===== config.mk =====
export PLATFORM = sky130hd
export DESIGN_NAME = ercm_prod_accum_flat
export DESIGN_NICKNAME = d
export VERILOG_FILES = /design/src/rtl/ercm_prod_accum_pkg.sv /design/src/rtl/ercm_prod_accum_if.sv /design/src/rtl/ercm_bias_clamp.sv /design/src/rtl/ercm_prod_accum.sv /design/src/flat_wrapper.sv
export SDC_FILE = /design/constraint.sdc
export NUM_CORES = 1
export LEC_CHECK = 0
export ABC_AREA = 1
export CAP_MARGIN = 20
export CORE_MARGIN = 8
export CORE_UTILIZATION = 58
export CTS_CLUSTER_DIAMETER = 100
export DETAILED_ROUTE_END_ITERATION = 8
export GPL_ROUTABILITY_DRIVEN = 0
export PLACE_DENSITY = 0.81
export SYNTH_ARGS = -nofsm -noshare
export SYNTH_HDL_FRONTEND = slang
export SYNTH_SLANG_ARGS = --single-unit

===== constraint.sdc =====
create_clock -name clk -period 5.31 [get_ports clk]
set_input_delay 0.7965 -clock clk [delete_from_list [all_inputs] [get_ports clk]]
set_output_delay 0.7965 -clock clk [all_outputs]
set_load 0.01 [all_outputs]

===== src/rtl/ercm_prod_accum_pkg.sv =====
// Shared definitions for the approximate-multiplier product accumulators:
// product width, FSM encoding and the saturation ceiling helper.
package ercm_prod_accum_pkg;

  localparam int PROD_W = 16;

  typedef enum logic [1:0] {
    ST_IDLE = 2'd0,
    ST_ACC  = 2'd1,
    ST_HOLD = 2'd2
  } state_e;

  // All-ones value of a w-bit unsigned accumulator, usable in constant context.
  function automatic logic [63:0] sat_max(input int unsigned w);
    if (w >= 64) return '1;
    return (64'd1 << w) - 64'd1;
  endfunction

endpackage


===== src/rtl/ercm_prod_accum_if.sv =====
// Product-in / frame-sum-out bus of the product accumulator, including the
// frame controls (clr, frm_len, bias) that travel with the input stream.
interface ercm_prod_accum_if #(
  parameter int ACC_W  = 24,
  parameter int CNT_W  = 8,
  parameter int BIAS_W = 8
);
  import ercm_prod_accum_pkg::*;

  logic                     clr;
  logic [CNT_W-1:0]         frm_len;
  logic signed [BIAS_W-1:0] bias;
  logic [PROD_W-1:0]        dat_in;
  logic                     dat_in_vld;
  logic                     dat_in_rdy;
  logic [ACC_W-1:0]         dat_o;
  logic                     dat_o_vld;
  logic                     dat_o_rdy;
  logic                     ovf_o;

  // Producer / result consumer side.
  modport master (
    output clr, frm_len, bias, dat_in, dat_in_vld, dat_o_rdy,
    input  dat_in_rdy, dat_o, dat_o_vld, ovf_o
  );

  // Accumulator side.
  modport slave (
    input  clr, frm_len, bias, dat_in, dat_in_vld, dat_o_rdy,
    output dat_in_rdy, dat_o, dat_o_vld, ovf_o
  );

endinterface


===== src/rtl/ercm_bias_clamp.sv =====
// Combinational bias correction: unsigned product plus signed bias, clamped
// back into the unsigned product range.
module ercm_bias_clamp
  import ercm_prod_accum_pkg::*;
#(
  parameter int BIAS_W = 8
) (
  input  logic [PROD_W-1:0]        prod_i,
  input  logic signed [BIAS_W-1:0] bias_i,
  output logic [PROD_W-1:0]        prod_o
);

  localparam int SUM_W = PROD_W + 2;

  logic [SUM_W-1:0] bias_ext;
  logic [SUM_W-1:0] sum;

  // Two headroom bits: bit SUM_W-1 is the sign, bit PROD_W flags overshoot.
  always_comb begin
    bias_ext = {{(SUM_W-BIAS_W){bias_i[BIAS_W-1]}}, bias_i};
    sum      = {2'b00, prod_i} + bias_ext;
    if (sum[SUM_W-1])
      prod_o = '0;
    else if (sum[PROD_W])
      prod_o = '1;
    else
      prod_o = sum[PROD_W-1:0];
  end

endmodule


===== src/rtl/ercm_prod_accum.sv =====
// Frame accumulator for approximate products: bias-corrects each beat, sums a
// frame of frm_len beats with saturation and holds the result until consumed.
module ercm_prod_accum
  import ercm_prod_accum_pkg::*;
#(
  parameter int ACC_W  = 24,
  parameter int CNT_W  = 8,
  parameter int BIAS_W = 8
) (
  input  logic           clk,
  input  logic           rst,
  ercm_prod_accum_if.slave bus
);

  localparam logic [ACC_W-1:0] ACC_MAX = ACC_W'(sat_max(ACC_W));

  state_e                   st_q;
  logic                     live_q;
  logic                     vld_q;
  logic                     ovf_q;
  logic                     ovf_o_q;
  logic [CNT_W-1:0]         cnt_q;
  logic [CNT_W-1:0]         len_q;
  logic signed [BIAS_W-1:0] bias_q;
  logic [ACC_W-1:0]         acc_q;
  logic [ACC_W-1:0]         dat_o_q;

  logic [CNT_W-1:0]         cnt_d;
  logic [CNT_W-1:0]         len_d;
  logic [ACC_W-1:0]         acc_d;
  logic                     ovf_d;
  logic                     last_d;
  logic signed [BIAS_W-1:0] bias_sel;
  logic [PROD_W-1:0]        prod;
  logic [ACC_W-1:0]         prod_ext;
  logic [ACC_W:0]           sum;
  logic                     sat;
  logic                     accept;

  // live_q keeps the input closed until the first clock after reset release.
  assign bus.dat_in_rdy = live_q && (st_q != ST_HOLD);
  assign accept         = bus.dat_in_vld && bus.dat_in_rdy;

  assign bus.dat_o     = dat_o_q;
  assign bus.dat_o_vld = vld_q;
  assign bus.ovf_o     = ovf_o_q;

  // The frame's first beat sees the live bias; later beats the latched copy.
  assign bias_sel = (st_q == ST_IDLE) ? bus.bias : bias_q;

  ercm_bias_clamp #(.BIAS_W(BIAS_W)) u_clamp (
    .prod_i (bus.dat_in),
    .bias_i (bias_sel),
    .prod_o (prod)
  );

  always_comb begin
    len_d    = (bus.frm_len == '0) ? CNT_W'(1) : bus.frm_len;
    prod_ext = ACC_W'(prod);
    sum      = {1'b0, acc_q} + {1'b0, prod_ext};
    sat      = sum[ACC_W];
    if (st_q == ST_IDLE) begin
      acc_d  = prod_ext;
      cnt_d  = CNT_W'(1);
      ovf_d  = 1'b0;
      last_d = (len_d == CNT_W'(1));
    end else begin
      acc_d  = sat ? ACC_MAX : sum[ACC_W-1:0];
      cnt_d  = cnt_q + CNT_W'(1);
      ovf_d  = ovf_q | sat;
      last_d = (cnt_d == len_q);
    end
  end

  always_ff @(posedge clk or posedge rst) begin
    if (rst) begin
      st_q    <= ST_IDLE;
      live_q  <= 1'b0;
      vld_q   <= 1'b0;
      ovf_q   <= 1'b0;
      ovf_o_q <= 1'b0;
      cnt_q   <= '0;
      len_q   <= '0;
      bias_q  <= '0;
      acc_q   <= '0;
      dat_o_q <= '0;
    end else begin
      live_q <= 1'b1;
      // clr outranks a beat and a result handshake arriving in the same cycle.
      if (bus.clr) begin
        st_q    <= ST_IDLE;
        vld_q   <= 1'b0;
        ovf_q   <= 1'b0;
        ovf_o_q <= 1'b0;
        cnt_q   <= '0;
        acc_q   <= '0;
        dat_o_q <= '0;
      end else begin
        case (st_q)
          ST_IDLE, ST_ACC: begin
            if (accept) begin
              acc_q <= acc_d;
              cnt_q <= cnt_d;
              ovf_q <= ovf_d;
              if (st_q == ST_IDLE) begin
                len_q  <= len_d;
                bias_q <= bus.bias;
              end
              if (last_d) begin
                st_q    <= ST_HOLD;
                vld_q   <= 1'b1;
                dat_o_q <= acc_d;
                ovf_o_q <= ovf_d;
              end else begin
                st_q <= ST_ACC;
              end
            end
          end
          ST_HOLD: begin
            if (bus.dat_o_rdy) begin
              st_q    <= ST_IDLE;
              vld_q   <= 1'b0;
              ovf_q   <= 1'b0;
              ovf_o_q <= 1'b0;
              cnt_q   <= '0;
              acc_q   <= '0;
              dat_o_q <= '0;
            end
          end
          default: st_q <= ST_IDLE;
        endcase
      end
    end
  end

  a_hold_stable: assert property (@(posedge clk) disable iff (rst)
    (vld_q && !bus.dat_o_rdy && !bus.clr) |=> (vld_q && $stable(dat_o_q) && $stable(ovf_o_q)));

  a_cnt_bound: assert property (@(posedge clk) disable iff (rst)
    (st_q != ST_IDLE) |-> (cnt_q <= len_q));

endmodule


===== src/flat_wrapper.sv =====
// flat-port wrapper written by rule: the top's interface ports become plain ports
module ercm_prod_accum_flat import ercm_prod_accum_pkg::*;
#(
  parameter int ACC_W  = 24,
  parameter int CNT_W  = 8,
  parameter int BIAS_W = 8
)
  (clk, rst, bus_clr, bus_frm_len, bus_bias, bus_dat_in, bus_dat_in_vld, bus_dat_o_rdy, bus_dat_in_rdy, bus_dat_o, bus_dat_o_vld, bus_ovf_o);
  ercm_prod_accum_if #(.ACC_W(ACC_W), .CNT_W(CNT_W), .BIAS_W(BIAS_W)) bus_i ();
  input  logic clk;
  input  logic rst;
  input wire logic [$bits(bus_i.clr)-1:0] bus_clr;
  input wire logic [$bits(bus_i.frm_len)-1:0] bus_frm_len;
  input wire logic [$bits(bus_i.bias)-1:0] bus_bias;
  input wire logic [$bits(bus_i.dat_in)-1:0] bus_dat_in;
  input wire logic [$bits(bus_i.dat_in_vld)-1:0] bus_dat_in_vld;
  input wire logic [$bits(bus_i.dat_o_rdy)-1:0] bus_dat_o_rdy;
  output wire logic [$bits(bus_i.dat_in_rdy)-1:0] bus_dat_in_rdy;
  output wire logic [$bits(bus_i.dat_o)-1:0] bus_dat_o;
  output wire logic [$bits(bus_i.dat_o_vld)-1:0] bus_dat_o_vld;
  output wire logic [$bits(bus_i.ovf_o)-1:0] bus_ovf_o;
  assign bus_i.clr = bus_clr;
  assign bus_i.frm_len = bus_frm_len;
  assign bus_i.bias = bus_bias;
  assign bus_i.dat_in = bus_dat_in;
  assign bus_i.dat_in_vld = bus_dat_in_vld;
  assign bus_i.dat_o_rdy = bus_dat_o_rdy;
  assign bus_dat_in_rdy = bus_i.dat_in_rdy;
  assign bus_dat_o = bus_i.dat_o;
  assign bus_dat_o_vld = bus_i.dat_o_vld;
  assign bus_ovf_o = bus_i.ovf_o;
  ercm_prod_accum #(.ACC_W(ACC_W), .CNT_W(CNT_W), .BIAS_W(BIAS_W)) u_core (.clk(clk), .rst(rst), .bus(bus_i));
endmodule

# After elaboration in Yosys (flattened, before gate mapping)
# Index checks and enable logic that the tools add are counted.
dict set report classes {
  n_addsub 3
  eq_ne 8
  mux 38
  bitwise 2
  n_reduce_logical 11
}
# operator count
set ops {}
lappend ops {{two-way mux 24 bit} 8}
lappend ops {{one-hot mux 24 bit (2 select lines)} 2}
lappend ops {{two-way mux 8 bit} 6}
lappend ops {{two-way mux 16 bit} 2}
lappend ops {{adder 24 x 16 -> 25 bit} 1}
lappend ops {{adder 17 x 8 -> 18 bit} 1}
lappend ops {{one-hot mux 8 bit (2 select lines)} 1}
lappend ops {{two-way mux 1 bit} 11}
lappend ops {{adder 8 x 1 -> 8 bit (second input constant)} 1}
lappend ops {{equality test 8 x 1 -> 1 bit (second input constant)} 1}
lappend ops {{equality test 8 bit} 1}
lappend ops {{zero test 8 bit} 1}
lappend ops {{two-way mux 2 bit} 4}
lappend ops {{AND reduction 4 bit} 2}
lappend ops {{!= test 3 x 2 -> 1 bit (second input constant)} 2}
lappend ops {{one-hot mux 1 bit (2 select lines)} 3}
lappend ops {{AND reduction 3 bit} 2}
lappend ops {{one-hot mux 2 bit (2 select lines)} 1}
lappend ops {{!= test 3 bit (second input constant)} 1}
lappend ops {{nonzero test 3 bit} 1}
lappend ops {{equality test 2 x 1 -> 1 bit (second input constant)} 1}
lappend ops {{equality test 2 bit (second input constant)} 1}
lappend ops {{logical AND 1 bit} 2}
lappend ops {{zero test 2 bit} 1}
lappend ops {{5 further kinds} 5}
dict set report word_totals {
  regBits 78
  inputBits 37
  word_cells 72
}

# Longest topological paths before layout
dict set report logic_depth {
  depth_word 12
  depth_mapped 36
  depth_no_buf 33
}

# By module
# A second synthesis with hierarchy kept.
dict set report unflattened {
  cells_unflattened 1059
  area_unflattened_um2 6525.0
}
# module n_inst cells_each area_each_um2 seq_area_each_um2
set modules_own_cells {}
lappend modules_own_cells {ercm_prod_accum 1 809 5263.8 1951.9}
lappend modules_own_cells {ercm_bias_clamp 1 250 1261.2 0.0}

# Worst setup path before layout
# Ideal clock, no wire load.
dict set report synth_path {
  kind {reg-to-reg}
  start {register u_core.st_q[0]}
  end {register u_core.acc_q[16]}
  setup_ps 83
  arrival_time_ps 4468
  path_slack_ps 759
  stages_incl_launch_ff 35
  period_less_slack_ps 4551
  cell_sequence {dfrtp_1 -> buf_2 -> nor2_4 -> clkbuf_1 -> buf_2 -> nand2_1 -> o21ai_0 -> ha_1 -> inv_1 -> fa_1 -> inv_1 -> nand2_1 -> nand2_1 -> nand3_1 -> nand2_1 -> nand2_1 -> nand3_1 -> nand2_2 -> buf_4 -> a21oi_1 -> ha_1 -> inv_1 -> fa_1 -> inv_1 -> nand3_1 -> nand2_1 -> nand2_1 -> o211ai_1 -> nand2_1 -> nand2_1 -> inv_2 -> buf_6 -> a21oi_1 -> nand2_1 -> o21ai_0}
}
dict set report synth_via {
  elab_chain_cells 11
  elab_cells_between_ends 21
  cone_classes {add/sub: 2; eq/ne: 5; mux: 8; reduce/logical: 6}
}
# element line
set synth_rtl {}
lappend synth_rtl {{start, declared} ercm_prod_accum.sv:17} ;# state_e st_q;
lappend synth_rtl {{start signal, assigned} ercm_prod_accum.sv:77} ;# st_q <= ST_IDLE;
lappend synth_rtl {{start signal, assigned} ercm_prod_accum.sv:91} ;# st_q <= ST_IDLE;
lappend synth_rtl {{start signal, assigned} ercm_prod_accum.sv:110} ;# st_q <= ST_HOLD;
lappend synth_rtl {{zero test 2 bit *} ercm_prod_accum.sv:49} ;# assign bias_sel = (st_q == ST_IDLE) ? bus.bias : bias_q;
lappend synth_rtl {{two-way mux 8 bit *} ercm_prod_accum.sv:49}
lappend synth_rtl {{named net u_core.bias_sel[0]} ercm_prod_accum.sv:33} ;# logic signed [BIAS_W-1:0] bias_sel;
lappend synth_rtl {{adder 17 x 8 -> 18 bit *} ercm_bias_clamp.sv:21} ;# sum = {2'b00, prod_i} + bias_ext;
lappend synth_rtl {{two-way mux 16 bit} ercm_bias_clamp.sv:24} ;# else if (sum[PROD_W])
lappend synth_rtl {{two-way mux 16 bit *} ercm_bias_clamp.sv:22} ;# if (sum[SUM_W-1])
lappend synth_rtl {{adder 24 x 16 -> 25 bit *} ercm_prod_accum.sv:60} ;# sum = {1'b0, acc_q} + {1'b0, prod_ext};
lappend synth_rtl {{two-way mux 24 bit *} ercm_prod_accum.sv:68} ;# acc_d = sat ? ACC_MAX : sum[ACC_W-1:0];
lappend synth_rtl {{two-way mux 24 bit *} ercm_prod_accum.sv:62} ;# if (st_q == ST_IDLE) begin
lappend synth_rtl {{two-way mux 24 bit *} ercm_prod_accum.sv:101} ;# if (accept) begin
lappend synth_rtl {{one-hot mux 24 bit (2 select lines) *} ercm_prod_accum.sv:99} ;# case (st_q)
lappend synth_rtl {{two-way mux 24 bit *} ercm_prod_accum.sv:90} ;# if (bus.clr) begin
lappend synth_rtl {{end signal, assigned} ercm_prod_accum.sv:85} ;# acc_q <= '0;
lappend synth_rtl {{end signal, assigned} ercm_prod_accum.sv:96} ;# acc_q <= '0;
lappend synth_rtl {{end signal, assigned} ercm_prod_accum.sv:102} ;# acc_q <= acc_d;
lappend synth_rtl {{end, declared} ercm_prod_accum.sv:25} ;# logic [ACC_W-1:0] acc_q;
# The timed path passes the listed nets; every way through them passes the cells marked *. The select of a mux whose other input is x is not followed.
# A chain may end at the register's enable or synchronous reset.

# Final worst setup path
dict set report layout_path {
  start {input port bus_bias[7]}
  end {register u_core.acc_q[2]}
}
dict set report layout_via {
  elab_chain_cells 10
}
# element line
set layout_rtl {}
lappend layout_rtl {{start, declared} flat_wrapper.sv:14} ;# input wire logic [$bits(bus_i.bias)-1:0] bus_bias;
lappend layout_rtl {{two-way mux 8 bit *} ercm_prod_accum.sv:49}
lappend layout_rtl {{named net u_core.bias_sel[7]} ercm_prod_accum.sv:33}
lappend layout_rtl {{adder 17 x 8 -> 18 bit *} ercm_bias_clamp.sv:21}
lappend layout_rtl {{two-way mux 16 bit} ercm_bias_clamp.sv:24}
lappend layout_rtl {{two-way mux 16 bit *} ercm_bias_clamp.sv:22}
lappend layout_rtl {{adder 24 x 16 -> 25 bit} ercm_prod_accum.sv:60}
lappend layout_rtl {{two-way mux 24 bit} ercm_prod_accum.sv:68}
lappend layout_rtl {{two-way mux 24 bit *} ercm_prod_accum.sv:62}
lappend layout_rtl {{two-way mux 24 bit *} ercm_prod_accum.sv:101}
lappend layout_rtl {{one-hot mux 24 bit (2 select lines) *} ercm_prod_accum.sv:99}
lappend layout_rtl {{two-way mux 24 bit *} ercm_prod_accum.sv:90}
# Marked as above.

==> impl_results.md <==
- Synth area leaders: dfrtp_1 (31%), nand2_1 (22%), inv_1 (8.3%)
- Synth Flop Type: dfrtp_1
- Cell-internal power: 0.00141 W
- Crit-path slowest cell: clkdlybuf4s50_1
- Clock network power share: 0.205
- Synth warn: 0
- Chip height: 120 microns
- Worst setup EP type: flip-flop
- Post-route cell area: 7220 sq um
- Post-synth top area cell: dfrtp_1
- Setup-failing EPs final: 0
- DR WL/cell: 14.0 microns
- Relative slew slack: 0.409
- Clk pin slew, worst setup/hold paths: 0.09 ns
- TritonCTS Buffers: 9
- Most used cell, CP: nand2_1
- Core area: 10700 sq um
- Status: finished clean
- Hold Violations, Final: 0
- Synth top area share: 0.310
- Drt pass-1 iters: 5
- Dpl hpwl: 12900 microns
- Mean Syn Cell Area: 6.41 sq um
- Final nets: 1114
- Critical path startpoint category: input pin
- Peak VDD IR: 238 uV
- Clk sinks: 78
- Synth-to-layout area growth: 14.5%
- Async S/R FF share, synth: 1.00
- Sequential Power Share: 0.301
- Max Root-Sink Buffers: 2
- Initial antenna violation count: 0
- Seq/Total Area, Yosys: 0.310
- Unrepaired setup endpoints after global routing: no
- Clock Latency Late Sink: 0.36 ns
- Antenna cell count: 0
- Hold Buf Count CTS: 0
- Top post-synthesis cells by count: nand2_1 (374), inv_1 (139), nand3_1 (102)
- Post-route setup TNS: 0 ns
- Worst-Margin Slew: 0.886 ns
- Switching power: 0.00109 W
- Pwr Total: 0.00250 W
- Worst Hold Class: flip-flop to flip-flop
- Syn Nets: 1057
- Yosys reg bits: 78
- CTS tree: done
- Most frequent cell after synthesis: nand2_1
- Sw Ratio: 0.435
- Largest net degree at the start of global routing: 51
- Critical path type: input pin to flip-flop
- Die Width: 120 microns
- Netlist cell types: 41
- CP max stage delay: 0.48 ns
- Final Cycle Share: 0.909
- Post-synth EDFFs: 0
- Max Cap Viol: 0
- Die ar.: 14500 sq um
- Worst path required time: 5.60 ns
- Starting Density: 0.587
- Worst EP arrival: 5.11 ns
- Number of global-route vias before repair: 6111
- Tmin final: 4.83 ns
- P per Cell Area: 346 nW/um^2
- Boundary Pins: 64
- Cell Area, Synth: 6300 sq um
- Post-CTS Setup Repair Bufs: 0
- Via-per-instance ratio: 5.36
- GRT Residual Overflow: 0
- DRC viols: 0
- Post-cts sizing count: 0
- DR vias: 6362
- Logic pwr share: 0.494
- Share of layout cells above drive strength 1: 0.0526
- Lkg Pwr: 3.87 nW
- Total global-route track usage: 0.234
- DRT iter0 DRCs: 559
- Post-DRT Antenna Nets: 0
- PortBufs: 63
- Achievable frequency: 207 MHz
- First-pass GRT wire length: 28200 microns
- Synth Instances: 984
- Htree depth: 3
- Max FO, Critical Path: 14
- # rows: 38
- DP Area: 7000 sq um
- Routed wire length: 16600 microns
- Final setup skew: 0.0153 ns
- Root Buffer Master: clkbuf_8
- Slew Viols, Final: 0
critical path: cells and delay by family:
kind / cells / cell delay, ns
fa+ha+maj: 3 / 1.05
simple gates: 14 / 1.36
compound gates: 6 / 0.85
buf+inv: 7 / 1.04
logic make-up (layout without fill, tap and decap cells):
| family | count (synthesis) | in the layout | synth area share |
|---|---|---|---|
| and+or+nand+nor | 568 | 568 | 0.380 |
| buffers and inverters | 168 | 230 | 0.112 |
| AOI/OAI and AO/OA | 118 | 118 | 0.104 |
| DFF | 78 | 78 | 0.310 |
| adders and majority gates | 36 | 36 | 0.0738 |
| xor gates and xnor gates | 15 | 15 | 0.0208 |
| other | 1 | 1 | 0.000595 |
area by class of cell:
class / count / area, sq um
multi-input combinational: 738 / 3650
fill: 1019 / 3530
sequential: 78 / 1950
timing repair buffer: 70 / 683
inverter: 144 / 542
tap: 140 / 175
clock buffer: 9 / 124
clock inverter: 7 / 96.3
flip-flops by register name, indices dropped and copies added (netlist names):
signal / cells
u_core.acc_q: 24
u_core.bus.dat_o: 24
u_core.bias_q: 8
u_core.cnt_q: 8
u_core.len_q: 8
u_core.st_q: 2
u_core.bus.dat_o_vld: 1
u_core.bus.ovf_o: 1
u_core.live_q: 1
u_core.ovf_q: 1
worst paths after layout:
| kind | startpoint | end | slack, ns | cells after the start |
|---|---|---|---|---|
| worst max-delay path | bus_bias[7] | u_core.acc_q[2]$_DFFE_PP0P_ | 0.48 | 30 |
| worst min-delay path | u_core.bus.dat_o[9]$_DFFE_PP0P_ | u_core.bus.dat_o[9]$_DFFE_PP0P_ | 0.49 | 2 |
| worst max register to register | u_core.st_q[1]$_DFFE_PP0P_ | u_core.acc_q[2]$_DFFE_PP0P_ | 0.56 | 31 |
| worst min register to register | u_core.bus.dat_o[9]$_DFFE_PP0P_ | u_core.bus.dat_o[9]$_DFFE_PP0P_ | 0.49 | 2 |
| max in group asynchronous | rst | u_core.bus.dat_o[4]$_DFFE_PP0P_ | 3.49 | 3 |
| min in group asynchronous | rst | u_core.len_q[4]$_DFFE_PP0P_ | 0.92 | 2 |
power by group through the flow:
| stage | registers, W | clock network (W) | logic, W |
|---|---|---|---|
| 2_1_floorplan | 0.000761 | 0 | 0.000855 |
| 3_3_place_gp | 0.000762 | 0 | 0.00119 |
| 3_5_place_dp | 0.000761 | 0 | 0.00120 |
| 4_1_cts | 0.000751 | 0.000516 | 0.00121 |
| 5_1_grt | 0.000763 | 0.000539 | 0.00138 |
| 6_report | 0.000753 | 0.000512 | 0.00123 |
placed cells by master, fill, tap and decap left out, types with 2 or more instances in the layout:
| cell type | Yosys | layout |
|---|---|---|
| o211ai_1 | 3 | 3 |
| bufinv_16 | 0 | 2 |
| o21ai_2 | 7 | 7 |
| clkinv_2 | 0 | 3 |
| o22ai_1 | 6 | 6 |
| inv_6 | 0 | 2 |
| nand4_1 | 7 | 7 |
| ha_1 | 34 | 34 |
| inv_1 | 139 | 138 |
| a21oi_1 | 36 | 36 |
| clkbuf_8 | 0 | 9 |
| nor4_1 | 2 | 2 |
| nand2_1 | 374 | 374 |
| nand3b_1 | 4 | 4 |
| dfrtp_1 | 78 | 78 |
| xnor2_1 | 7 | 7 |
| nand3_1 | 102 | 102 |
| xor2_1 | 8 | 8 |
| nor2_1 | 50 | 50 |
| nor2_4 | 3 | 3 |
| clkdlybuf4s50_1 | 0 | 63 |
| o21ai_0 | 51 | 51 |
| fa_1 | 2 | 2 |
| and2_1 | 2 | 2 |
| o21ai_1 | 11 | 11 |
| nand2_2 | 7 | 7 |
| nand3_2 | 2 | 2 |
| inv_2 | 4 | 4 |
| buf_4 | 2 | 7 |
| nor2_2 | 4 | 4 |
| nor3_1 | 7 | 7 |
metal layers:
layer	vias to the layer above	global-route usage	wire length, microns
met5	-	0	0
met4	0	0.0898	467
met3	40	0.0443	1100
met2	219	0.384	7570
met1	2881	0.301	7440
li1	3222	-	-
through the flow:
| step | hold WS [ns] | std cells | worst slack (ns) | util |
|---|---|---|---|---|
| after floorplan | 0.448 | 984 | 0.759 | - |
| after global placement | 0.464 | 1170 | 0.284 | 0.651 |
| after detailed placement | 0.467 | 1170 | 0.157 | 0.651 |
| after CTS | 0.488 | 1186 | 0.545 | 0.672 |
| after global routing | 0.503 | 1186 | 0.00503 | 0.672 |
| final | 0.487 | 1186 | 0.485 | 0.672 |
Note: power is estimated with default switching activity, not from simulation.
